[config.mk]
export PLATFORM = sky130hd
export DESIGN_NAME = lfsr_sat_counter
export DESIGN_NICKNAME = d
export VERILOG_FILES = /design/src/rtl/lfsr_sat_counter.sv
export SDC_FILE = /design/constraint.sdc
export NUM_CORES = 1
export LEC_CHECK = 0
export ABC_AREA = 1
export BUFFER_PORTS_ARGS = -buffer_cell sky130_fd_sc_hd__buf_2
export CORE_MARGIN = 2
export CORE_UTILIZATION = 30
export DETAILED_ROUTE_END_ITERATION = 10
export PLACE_DENSITY = 0.52
export SKIP_CTS_REPAIR_TIMING = 1
export SLEW_MARGIN = 0
export SYNTH_ARGS = -nofsm -noshare
export SYNTH_HDL_FRONTEND = slang
export SYNTH_SLANG_ARGS = --single-unit
export TNS_END_PERCENT = 30
[constraint.sdc]
create_clock -name clk -period 1.8 [get_ports clk]
set_clock_uncertainty 0.2 [all_clocks]
set_input_delay 0.09 -clock clk [delete_from_list [all_inputs] [get_ports clk]]
set_output_delay 0.09 -clock clk [all_outputs]
set_load 0.01 [all_outputs]
[src/rtl/lfsr_sat_counter.sv]
// Saturating up-counter with synchronous clear; clear beats increment.
module lfsr_sat_counter #(
  parameter int CNT_W = 16
) (
  input  logic             clk,
  input  logic             rst,
  input  logic             i_inc,
  input  logic             i_clr,
  output logic [CNT_W-1:0] o_count
);
  logic [CNT_W-1:0] r_count;

  always_ff @(posedge clk) begin
    if (rst || i_clr)
      r_count <= '0;
    else if (i_inc && (r_count != {CNT_W{1'b1}}))
      r_count <= r_count + 1'b1;
  end

  assign o_count = r_count;
endmodule

==> results by group <==
Outcome
  – Outcome: finished with violations
  – Violated checks: negative hold slack

Pwr
  – Seq pwr share: 0.560
  – PwrDens: 551 nW/um^2
  – Sw Share: 0.233
  – Worst ir drop on vdd: 219 uV
  – P_int: 492 uW
  – Leak: 0.000477 uW
  – Switching power: 149 uW
  – Clock share of power: 0.388
  – Comb pwr share: 0.052

Route
  – DR DRC count: 0
  – ANT nets after route: 0
  – Vias per Instance: 4.45
  – Overall routed net length: 2220 microns
  – Pre-antenna DRT Iters: 4
  – Vias: 962
  – 1st-iter DRT viols: 30
  – Routed WL per cell: 10.3 microns

Timing
  – Total Neg Setup Slack: 0 ns
  – Final worst slack: 0.175 ns
  – Achievable clock frequency: 616 MHz
  – Min cycle time layout: 1.62 ns
  – Final-report hold violation count: 1
  – RSZ-0062 raised after global routing: false
  – Setup violators final: 0
  – Worst-Margin Slew: 0.347 ns
  – Hold slack: -0.0268 ns
  – Period Utilization, post-route: 0.903
  – Relative slew slack: 0.768
  – Pins Over Slew Limit: 0

Worst setup path
  – Critical path fanouts, max: 5
  – Startpoint types: flip-flop
  – Worst setup EP type: flip-flop
  – CP startpoint: o_count[0]
  – Setup Crit Path Kind: reg -> reg
  – Most used cell, CP: nor2_4
  – Worst EP required: 1.80 ns
  – Critical-path cell list: ha_1 -> nand2_1 -> nor2_4 -> nand2_2 -> nor2_4 -> nor2_2 -> a21oi_1 -> nor2_1
  – Reg2Reg Launch Point: o_count[0]
  – CP max stage cell: dfxtp_2
  – CP max stage delay: 0.37 ns
  – Reg2Reg Setup Slack: 0.18 ns
  – Worst path arrival time: 1.62 ns

Logic synthesis
  – Syn_nets: 154
  – Synth warn: 0
  – Synthesized cell area: 951 sq um
  – Sequential area share after synthesis: 0.337
  – Synth area leader: dfxtp_1
  – Post-Synthesis Cells: 149
  – Yosys cell types: 21
  – Post-synthesis register bit count: 16
  – Synth area leaders: dfxtp_1 (34%), nand2_1 (15%), nor2_1 (13%)
  – Top cell type's share of synthesized area: 0.337
  – Mapped Avg Cell Area: 6.38 sq um

Placed design
  – Pre-CTS WS: 0.0812 ns
  – Area after DPL: 1100 sq um
  – HPWL after detailed placement: 1670 microns
  – GP Congestion: 0.747
  – I/O Buffers: 19

Die
  – Die W: 60.3 microns
  – Die Y-Extent: 60.3 microns
  – Core box area: 3030 sq um
  – Die Footprint: 3640 sq um
  – I/O pins: 20
  – Initial Util: 0.314
  – Row count: 20

Layout
  – Final instance area: 1160 sq um
  – Max reg flops: 16
  – Most common cell after layout, fill and taps aside: nand2_1
  – Layout Area Growth over Synthesis: 22.4%
  – Fin nets: 178
  – Area taken by multi-input logic gates: 587 sq um
  – Register area: 323 sq um
  – Share of layout cells above drive strength 1: 0.250
  – # fillers: 327
  – # diodes: 0
  – Most frequent cells in the layout: nand2_1 (38), nor2_1 (34), buf_2 (19), nand3_1 (14), dfxtp_1 (14)

Global route
  – Total congestion overflow: 0
  – Initial antenna violation count: 0
  – Wire length of the first global-routing pass: 3840 microns
  – GRT Resource Usage Total: 0.142
  – Vias in the first global route: 877
  – Largest net degree at the start of global routing: 17

CTS
  – Sink Count: 16
  – Htree depth: 1
  – TritonCTS clock tree: yes
  – CTS Buffer Depth: 2
  – Clk root buf: clkbuf_4
  – Inserted Clock Buffers: 3
  – Clock-pin slew on the worst setup and hold paths: 0.10 ns
  – Skew-Pair Late Insertion Delay: 0.29 ns

Worst hold path
  – HP Class: in -> reg
  – Hold path start: i_inc

Flow run
  – Max Cap Viol: 0
[area by class of cell]
cell class | instances | share of cell area
timing repair buffer | 21 | 0.0946
sequential | 16 | 0.277
clock buffer | 4 | 0.0312
multi-input combinational | 117 | 0.504
tap | 44 | 0.0473
inverter | 14 | 0.0452
[worst paths after layout]
| path | endpoint | cells past startpoint |
|---|---|---|
| max | o_count[2] | 8 |
| min | o_count[11] | 4 |
| min reg2reg | o_count[1] | 2 |
| max reg2reg | o_count[2] | 8 |
[worst max-delay path: cells and delay by family, from the launching register on]
family | cells | cell delay, ns
simple gates | 6 | 0.64
flops | 1 | 0.37
fa+ha+maj | 1 | 0.19
compound gates | 1 | 0.12
[routing by layer]
metal  vias up  track usage  part of all wire
li1        518            -                 -
met1       423        0.193              0.51
met2        17        0.211              0.43
met3         4       0.0325             0.044
met4         0       0.0698             0.013
met5         -            0                 0
[cells in the mapped netlist, drive strengths merged]
cell    instances
nand4           4
a21oi           9
inv            13
clkinv          1
nand2          42
a21boi          1
dfxtp          16
o21ai           4
nor2           41
nand3          14
ha              1
nor3            1
buf             2
[cell families (layout without fill, tap and decap cells)]
logic type	after synthesis	after routing	share of synthesized area
flops	16	16	0.337
simple gates	102	102	0.495
buf+inv	16	39	0.0750
fa+ha+maj	1	1	0.0132
compound gates	14	14	0.0803
[through the flow]
| step | utilization | std cells | power (uW) |
|---|---|---|---|
| after CTS | 0.374 | 216 | 657 |
| after floorplan | - | 149 | 387 |
| after global routing | 0.384 | 216 | 680 |
| after global placement | 0.362 | 212 | 399 |
| after detailed placement | 0.362 | 212 | 399 |
| final | 0.384 | 216 | 641 |
[power by group through the flow]
stage / clock network [uW] / logic (uW) / registers, uW
after floorplan: 0 / 20.0 / 367
after global placement: 0 / 32.5 / 366
after detailed placement: 0 / 32.9 / 366
after CTS: 266 / 33.0 / 358
after global routing: 282 / 37.9 / 359
final: 249 / 33.3 / 359
Power figures use the tool's default switching activity.
